File: src/rtl/logger_capture_buf_if.sv
// Record handshake bundle between the capture buffer and the logger monitor.
// master drives head record and valid; slave returns ready.
interface logger_capture_buf_if #(
    parameter int NUM_CH = 4,
    parameter int DATA_W = 8,
    parameter int TS_W   = 16
);
    logic                     rec_valid;
    logic                     rec_ready;
    logic [NUM_CH*DATA_W-1:0] rec_data;
    logic [NUM_CH-1:0]        rec_mask;
    logic [TS_W-1:0]          rec_ts;

    modport master (
        output rec_valid,
        output rec_data,
        output rec_mask,
        output rec_ts,
        input  rec_ready
    );

    modport slave (
        input  rec_valid,
        input  rec_data,
        input  rec_mask,
        input  rec_ts,
        output rec_ready
    );
endinterface

File: src/rtl/logger_capture_buf.sv
// Multi-channel sampler with timestamps feeding a first-word-fall-through FIFO.
// Captures every cycle or on channel change; drops and counts records when full.
module logger_capture_buf #(
    parameter int NUM_CH = 4,
    parameter int DATA_W = 8,
    parameter int DEPTH  = 16,
    parameter int TS_W   = 16
) (
    input  logic                       clk,
    input  logic                       rst_n,
    input  logic                       enable,
    input  logic                       mode,
    input  logic [NUM_CH*DATA_W-1:0]   ch_data,
    logger_capture_buf_if.master       rec,
    output logic [$clog2(DEPTH):0]     level,
    output logic [15:0]                overflow_cnt
);
    localparam int AW = $clog2(DEPTH);
    localparam int SW = NUM_CH * DATA_W;
    localparam logic [AW:0] FULL_LVL = (AW+1)'(DEPTH);

    typedef enum logic [1:0] {
        IDLE = 2'd0,
        ARM  = 2'd1,
        RUN  = 2'd2
    } state_t;

    state_t             r_state;
    logic [TS_W-1:0]    r_ts;
    logic [SW-1:0]      r_prev;
    logic [AW-1:0]      r_wr_ptr;
    logic [AW-1:0]      r_rd_ptr;
    logic [AW:0]        r_level;
    logic [15:0]        r_ovf;

    logic [SW-1:0]      r_mem_data [DEPTH];
    logic [NUM_CH-1:0]  r_mem_mask [DEPTH];
    logic [TS_W-1:0]    r_mem_ts   [DEPTH];

    logic [NUM_CH-1:0]  w_mask;
    logic [NUM_CH-1:0]  w_cap_mask;
    logic               w_cap;
    logic               w_full;
    logic               w_valid;
    logic               w_pop;
    logic               w_push;
    logic               w_drop;

    always_comb begin
        w_mask = '0;
        for (int i = 0; i < NUM_CH; i++) begin
            w_mask[i] = ch_data[i*DATA_W +: DATA_W] != r_prev[i*DATA_W +: DATA_W];
        end
    end

    // ARM always records, with every channel flagged as changed
    assign w_cap = enable &&
                   ((r_state == ARM) ||
                    ((r_state == RUN) && (!mode || (|w_mask))));
    assign w_cap_mask = (r_state == ARM) ? '1 : w_mask;

    assign w_full  = (r_level == FULL_LVL);
    assign w_valid = (r_level != '0);
    assign w_pop   = w_valid && rec.rec_ready;
    assign w_push  = w_cap && (!w_full || w_pop);
    assign w_drop  = w_cap && w_full && !w_pop;

    always_ff @(posedge clk) begin
        if (!rst_n) begin
            r_state  <= IDLE;
            r_ts     <= '0;
            r_prev   <= '0;
            r_wr_ptr <= '0;
            r_rd_ptr <= '0;
            r_level  <= '0;
            r_ovf    <= '0;
        end else begin
            unique case (r_state)
                IDLE: if (enable) r_state <= ARM;
                ARM:  r_state <= enable ? RUN : IDLE;
                RUN:  if (!enable) r_state <= IDLE;
                default: r_state <= IDLE;
            endcase
            if (r_state != IDLE) begin
                r_ts   <= r_ts + 1'b1;
                r_prev <= ch_data;
            end
            if (w_push) r_wr_ptr <= r_wr_ptr + 1'b1;
            if (w_pop)  r_rd_ptr <= r_rd_ptr + 1'b1;
            unique case ({w_push, w_pop})
                2'b10:   r_level <= r_level + 1'b1;
                2'b01:   r_level <= r_level - 1'b1;
                default: r_level <= r_level;
            endcase
            if (w_drop && (r_ovf != 16'hFFFF)) r_ovf <= r_ovf + 16'd1;
        end
    end

    // Storage needs no reset: level gates visibility of stale entries
    always_ff @(posedge clk) begin
        if (w_push) begin
            r_mem_data[r_wr_ptr] <= ch_data;
            r_mem_mask[r_wr_ptr] <= w_cap_mask;
            r_mem_ts[r_wr_ptr]   <= r_ts;
        end
    end

    assign rec.rec_valid = w_valid;
    assign rec.rec_data  = w_valid ? r_mem_data[r_rd_ptr] : '0;
    assign rec.rec_mask  = w_valid ? r_mem_mask[r_rd_ptr] : '0;
    assign rec.rec_ts    = w_valid ? r_mem_ts[r_rd_ptr]   : '0;
    assign level         = r_level;
    assign overflow_cnt  = r_ovf;
endmodule

File: src/flat_wrapper.sv
// flat-port wrapper written by rule: the top's interface ports become plain ports
module logger_capture_buf_flat 
#(
    parameter int NUM_CH = 4,
    parameter int DATA_W = 8,
    parameter int DEPTH  = 16,
    parameter int TS_W   = 16
)
  (clk, rst_n, enable, mode, ch_data, level, overflow_cnt, rec_rec_valid, rec_rec_data, rec_rec_mask, rec_rec_ts, rec_rec_ready);
  logger_capture_buf_if #(.NUM_CH(NUM_CH), .DATA_W(DATA_W), .TS_W(TS_W)) rec_i ();
  input  logic clk;
  input  logic rst_n;
  input  logic enable;
  input  logic mode;
  input  logic [NUM_CH*DATA_W-1:0] ch_data;
  output logic [$clog2(DEPTH):0] level;
  output logic [15:0] overflow_cnt;
  output wire logic [$bits(rec_i.rec_valid)-1:0] rec_rec_valid;
  output wire logic [$bits(rec_i.rec_data)-1:0] rec_rec_data;
  output wire logic [$bits(rec_i.rec_mask)-1:0] rec_rec_mask;
  output wire logic [$bits(rec_i.rec_ts)-1:0] rec_rec_ts;
  input wire logic [$bits(rec_i.rec_ready)-1:0] rec_rec_ready;
  assign rec_rec_valid = rec_i.rec_valid;
  assign rec_rec_data = rec_i.rec_data;
  assign rec_rec_mask = rec_i.rec_mask;
  assign rec_rec_ts = rec_i.rec_ts;
  assign rec_i.rec_ready = rec_rec_ready;
  logger_capture_buf #(.NUM_CH(NUM_CH), .DATA_W(DATA_W), .DEPTH(DEPTH), .TS_W(TS_W)) u_core (.clk(clk), .rst_n(rst_n), .enable(enable), .mode(mode), .ch_data(ch_data), .rec(rec_i), .level(level), .overflow_cnt(overflow_cnt));
endmodule
File: config.mk
export PLATFORM = sky130hd
export DESIGN_NAME = logger_capture_buf_flat
export DESIGN_NICKNAME = d
export VERILOG_FILES = /design/src/rtl/logger_capture_buf_if.sv /design/src/rtl/logger_capture_buf.sv /design/src/flat_wrapper.sv
export SDC_FILE = /design/constraint.sdc
export NUM_CORES = 1
export LEC_CHECK = 0
export ABC_AREA = 1
export CORE_ASPECT_RATIO = 0.9
export CORE_MARGIN = 4
export CORE_UTILIZATION = 35
export DETAILED_ROUTE_END_ITERATION = 10
export GPL_TIMING_DRIVEN = 0
export PLACE_DENSITY = 0.56
export SLEW_MARGIN = 20
export SYNTH_ARGS = -nofsm -noshare
export SYNTH_HDL_FRONTEND = slang
export SYNTH_SLANG_ARGS = --single-unit
File: constraint.sdc
create_clock -name clk -period 7.5 [get_ports clk]
set_clock_uncertainty 0.15 [all_clocks]
set_input_delay 1.5 -clock clk [delete_from_list [all_inputs] [get_ports clk]]
set_output_delay 1.5 -clock clk [all_outputs]
set_load 0.02 [all_outputs]
# After elaboration in Yosys (flattened, before gate mapping)
# Memories as Yosys holds them, arrays and structs flattened. A register that Yosys moved wholly into a read port is not among the register bits.
# Index checks and enable logic that the tools add are counted.
word_totals:
  mem_count: 3
  elab_cells: 64
  ramBits: 832
  ff_bits: 79
memory_table:
  columns: ["memory", "depth", "word_bits", "read_ports", "rd_ports_with_merged_regs", "write_ports", "line", "text"]
  rows:
  - ["u_core.r_mem_data", 16, 32, 1, 1, 1, "logger_capture_buf.sv:36", "logic [SW-1:0] r_mem_data [DEPTH];"]
  - ["u_core.r_mem_ts", 16, 16, 1, 1, 1, "logger_capture_buf.sv:38", "logic [TS_W-1:0] r_mem_ts [DEPTH];"]
  - ["u_core.r_mem_mask", 16, 4, 1, 1, 1, "logger_capture_buf.sv:37", "logic [NUM_CH-1:0] r_mem_mask [DEPTH];"]
op_classes:
  eq_ne: 12
  n_addsub: 6
  reduce_logical: 19
  muxes: 17
ops:
  columns: ["operator", "n"]
  rows:
  - ["adder 16 x 1 -> 16 bit (second input constant)", 2]
  - ["2-to-1 mux 32 bit", 1]
  - ["2-to-1 mux 4 bit", 8]
  - ["inequality test 8 bit", 4]
  - ["2-to-1 mux 16 bit", 1]
  - ["inequality test 16 bit (second input constant)", 1]
  - ["one-hot mux 5 bit (2 select lines)", 1]
  - ["adder 4 x 1 -> 4 bit (second input constant)", 2]
  - ["logical AND 1 bit", 7]
  - ["2-to-1 mux 2 bit", 3]
  - ["one-hot mux 2 bit (3 select lines)", 1]
  - ["adder 5 x 1 -> 5 bit (second input constant)", 1]
  - ["equality test 5 bit (second input constant)", 1]
  - ["nonzero test 5 bit", 1]
  - ["subtractor 5 x 1 -> 5 bit (second input constant)", 1]
  - ["equality test 2 x 1 -> 1 bit (second input constant)", 2]
  - ["equality test 2 bit (second input constant)", 2]
  - ["inequality test 2 bit (second input constant)", 2]
  - ["nonzero test 2 bit", 2]
  - ["OR reduction 4 bit", 1]
  - ["logical NOT 1 bit", 3]
  - ["logical OR 1 bit", 3]
  - ["logical NOT 2 bit", 1]
  - ["2-to-1 mux 1 bit", 2]
  - ["AND reduction 2 bit", 1]

# Depth between registers and ports, before layout
depth:
  word_depth: 9
  ltp_mapped: 21

# Worst setup path after synthesis
# OpenSTA, ideal clock, no wires.
synth_timing:
  path_type: "input to register"
  from: "input ch_data[19]"
  to: "memory u_core.r_mem_data[0][0] in the netlist's numbering, enable pin"
  path_stages: 8
  slack_ps: 2290
  required_ps: 6888
  arrival_ps: 4598
  path_cell_list: "or2_2 -> nand4_1 -> nor2_2 -> nand3_2 -> nand2_2 -> nor2_4 -> nand2_1 -> nor2_1"
synth_between:
  elab_chain_cells: 9
synth_lines:
  columns: ["element", "line", "text"]
  rows:
  - ["start, declared", "flat_wrapper.sv:15", "input logic [NUM_CH*DATA_W-1:0] ch_data;"]
  - ["inequality test 8 bit", "logger_capture_buf.sv:52", "w_mask[i] = ch_data[i*DATA_W +: DATA_W] != r_prev[i*DATA_W +: DATA_W];"]
  - ["OR reduction 4 bit", "logger_capture_buf.sv:59", "((r_state == RUN) && (!mode || (|w_mask))));"]
  - ["logical OR 1 bit", "logger_capture_buf.sv:59", null]
  - ["logical AND 1 bit", "logger_capture_buf.sv:59", null]
  - ["logical OR 1 bit", "logger_capture_buf.sv:58", "((r_state == ARM) ||"]
  - ["logical AND 1 bit", "logger_capture_buf.sv:57", "assign w_cap = enable &&"]
  - ["logical AND 1 bit", "logger_capture_buf.sv:65", "assign w_push = w_cap && (!w_full || w_pop);"]
  - ["2-to-1 mux 1 bit", "logger_capture_buf.sv:101", "if (w_push) begin"]
  - ["2-to-1 mux 1 bit (implied by the code)", "logger_capture_buf.sv:102", "r_mem_data[r_wr_ptr] <= ch_data;"]
  - ["end, declared", "logger_capture_buf.sv:36", null]
# Every way passes these cells.

==> impl_metrics.env <==
export IMPL_status="finished, final reports clean"
export IMPL_crit_type="reg -> out"
export IMPL_fin_nets=3101
export IMPL_period_minus_slack_ns=6.25
export IMPL_die_height_um=313
export IMPL_postCtsSetupRepairBufs=0
export IMPL_cp_max_fo=10
export IMPL_crit_path_start_kind="register"
export IMPL_syn_instance_count=2802
export IMPL_port_buffer_count=109
export IMPL_grt_use_total_pct=21.8
export IMPL_syn_to_final_growth_pct=18.9
export IMPL_antenna_found_initial=6
export IMPL_tns_ns=0
export IMPL_layout_drive_gt1_share_pct=8.49
export IMPL_drtIter0Drc=2998
export IMPL_cts_buffer_depth=3
export IMPL_async_flop_share_pct=0
export IMPL_worstPathArrival_ns=4.60
export IMPL_synthTopCellsByArea="edfxtp_1 (69%), o21ai_0 (6.3%), nor2_1 (5.4%)"
export IMPL_hold_path_class="reg -> reg"
export IMPL_finalWorstSetupSlack_ns=1.25
export IMPL_first_pass_iters=5
export IMPL_wire_per_inst_um=27.2
export IMPL_die_area_sq_mm=0.109
export IMPL_ctsResizeCount=0
export IMPL_vias=25100
export IMPL_clk_pin_slew_ns=0.06
export IMPL_row_count=111
export IMPL_syn_num_nets=2850
export IMPL_p_leak_nw=13.3
export IMPL_grt_pass1_wl_um=172000
export IMPL_ys_warnings_count=0
export IMPL_ys_types=43
export IMPL_final_cell_mix="edfxtp_1 (832), nor2_1 (501), o21ai_0 (457)"
export IMPL_cts_hold_buf=0
export IMPL_ys_ff_latch=915
export IMPL_final_common_cell="edfxtp_1"
export IMPL_hold_viol=0
export IMPL_relSlewSlack_pct=19.9
export IMPL_cts_sinks=915
export IMPL_rsz0062_at_grt="no"
export IMPL_yosys_area_top_type="edfxtp_1"
export IMPL_hold_slack_ns=0.325
export IMPL_cts_tree="yes"
export IMPL_gp_congestion=0.827
export IMPL_drcViolationCount=0
export IMPL_cts_root_buf="clkbuf_16"
export IMPL_synth_seq_area_share_pct=73.7
export IMPL_syn_area_sq_mm=0.0362
export IMPL_final_area_sq_mm=0.0430
export IMPL_synth_ff_type="edfxtp_1"
export IMPL_drtAntennaViolNets=0
export IMPL_die_x_um=347
export IMPL_pre_cts_ws_ns=1.62
export IMPL_grt_max_degree=21
export IMPL_totalWireLength_um=122000
export IMPL_slew_violations=0
export IMPL_cap_violations=0
export IMPL_tightestPinTransition_ns=1.20
export IMPL_via_per_inst=5.60
export IMPL_core_sq_mm=0.102
export IMPL_start_util_pct=35.4
export IMPL_synth_edf_count=832
export IMPL_synth_top_cell_area_share_pct=69.1
export IMPL_place_area_sq_mm=0.0401
export IMPL_critPathRequiredTime_ns=5.85
export IMPL_ios=111
export IMPL_peakVddDrop_mv=0.232
export IMPL_dp_hpwl_um=82600
export IMPL_cts_buffers=94
export IMPL_grt_pass1_vias=23900
export IMPL_overflow=0
export IMPL_avgSynthCellArea_sq_um=12.9
export IMPL_powerDensity_mw_per_mm2=345
export IMPL_insertion_delay_ns=0.67
export IMPL_worst_setup_path_end_kind="primary output"
export IMPL_fin_crit_sh_pct=83.3
export IMPL_h_tree_depth=3
export IMPL_max_freq_mhz=160
export IMPL_final_setup_viol_count=0
[cell type report]
| cell class | count | area [sq um] |
|---|---|---|
| fill | 9488 | 59200 |
| sequential | 915 | 26600 |
| multi-input combinational | 1615 | 8540 |
| clock buffer | 122 | 2490 |
| timing repair buffer | 155 | 2160 |
| tap | 1356 | 1700 |
| buffer | 191 | 791 |
| clock inverter | 44 | 347 |
| inverter | 81 | 304 |
| antenna | 2 | 5.00 |
[state kept, by name (all words and copies together), names as in the netlist, 4 cells and up, named ones only]
name,cells
u_core.r_mem_data,512
u_core.r_mem_ts,256
u_core.r_mem_mask,64
u_core.r_prev,32
u_core.overflow_cnt,16
u_core.r_ts,16
u_core.level,5
u_core.r_rd_ptr,4
u_core.r_wr_ptr,4
[power by group]
part           internal, mW  leakage, nW  switching, mW  total (mW)
Combinational          1.35         3.90           3.38        4.73
Clock                  2.47         1.40           1.97        4.44
Sequential             5.60         8.02         0.0538        5.65
Total                  9.41         13.3           5.40        14.8
[critical path, stage by stage (launching register included)]
cell             delay [ns]
dfxtp_1                0.34
clkinv_1               0.38
clkbuf_1               0.75
clkbuf_1               0.52
o21ai_0                0.19
o221ai_1               0.26
nand3_1                0.17
a21oi_1                0.59
clkdlybuf4s50_1        0.73
[logic make-up (layout without fill, tap and decap cells)]
logic type,Yosys count,after routing,synth area share [%]
adders and majority gates,11,11,0.401
DFF,915,915,73.7
AOI/OAI and AO/OA,845,845,13.9
and+or+nand+nor,728,728,8.24
xor gates and xnor gates,31,31,0.751
buffers and inverters,272,593,3.02
other,0,2,0
[path summary, 6_finish.rpt]
| kind | start | to | slack, ns | depth (start not counted) |
|---|---|---|---|---|
| setup / recovery | register | rec_rec_data[29] | 1.25 | 8 |
| hold reg to reg | u_core.r_rd_ptr[3] | u_core.r_rd_ptr[3] | 0.32 | 2 |
| hold / removal | u_core.r_rd_ptr[3] | u_core.r_rd_ptr[3] | 0.32 | 2 |
| setup reg to reg | u_core.r_state[1] | u_core.r_mem_data[10][8] | 3.76 | 10 |
[through the flow]
stage               power (mW)  utilization, %  instances
detailed placement        10.4            39.3       4313
global placement          10.4            38.1       4267
floorplan                 8.11               -       2802
global route              15.4            42.0       4479
finish                    14.8            42.0       4481
CTS                       14.8            42.0       4479
[cell usage after synthesis, drive strengths merged (64+ instances only)]
library cell    n
nor2          524
o21ai         471
dfxtp          83
o221ai        144
edfxtp        832
o22ai          64
o211ai         64
a21oi          96
nand3          67
inv            78
nand2         113
clkbuf        139
[routing by layer]
metal	GRT usage, %	part of all wire, %
met5	0	0.0098
met2	33.4	45
met1	31.6	43
met3	4.50	9.7
met4	6.24	2.7
No activity file was read; power rests on OpenSTA's default activity.
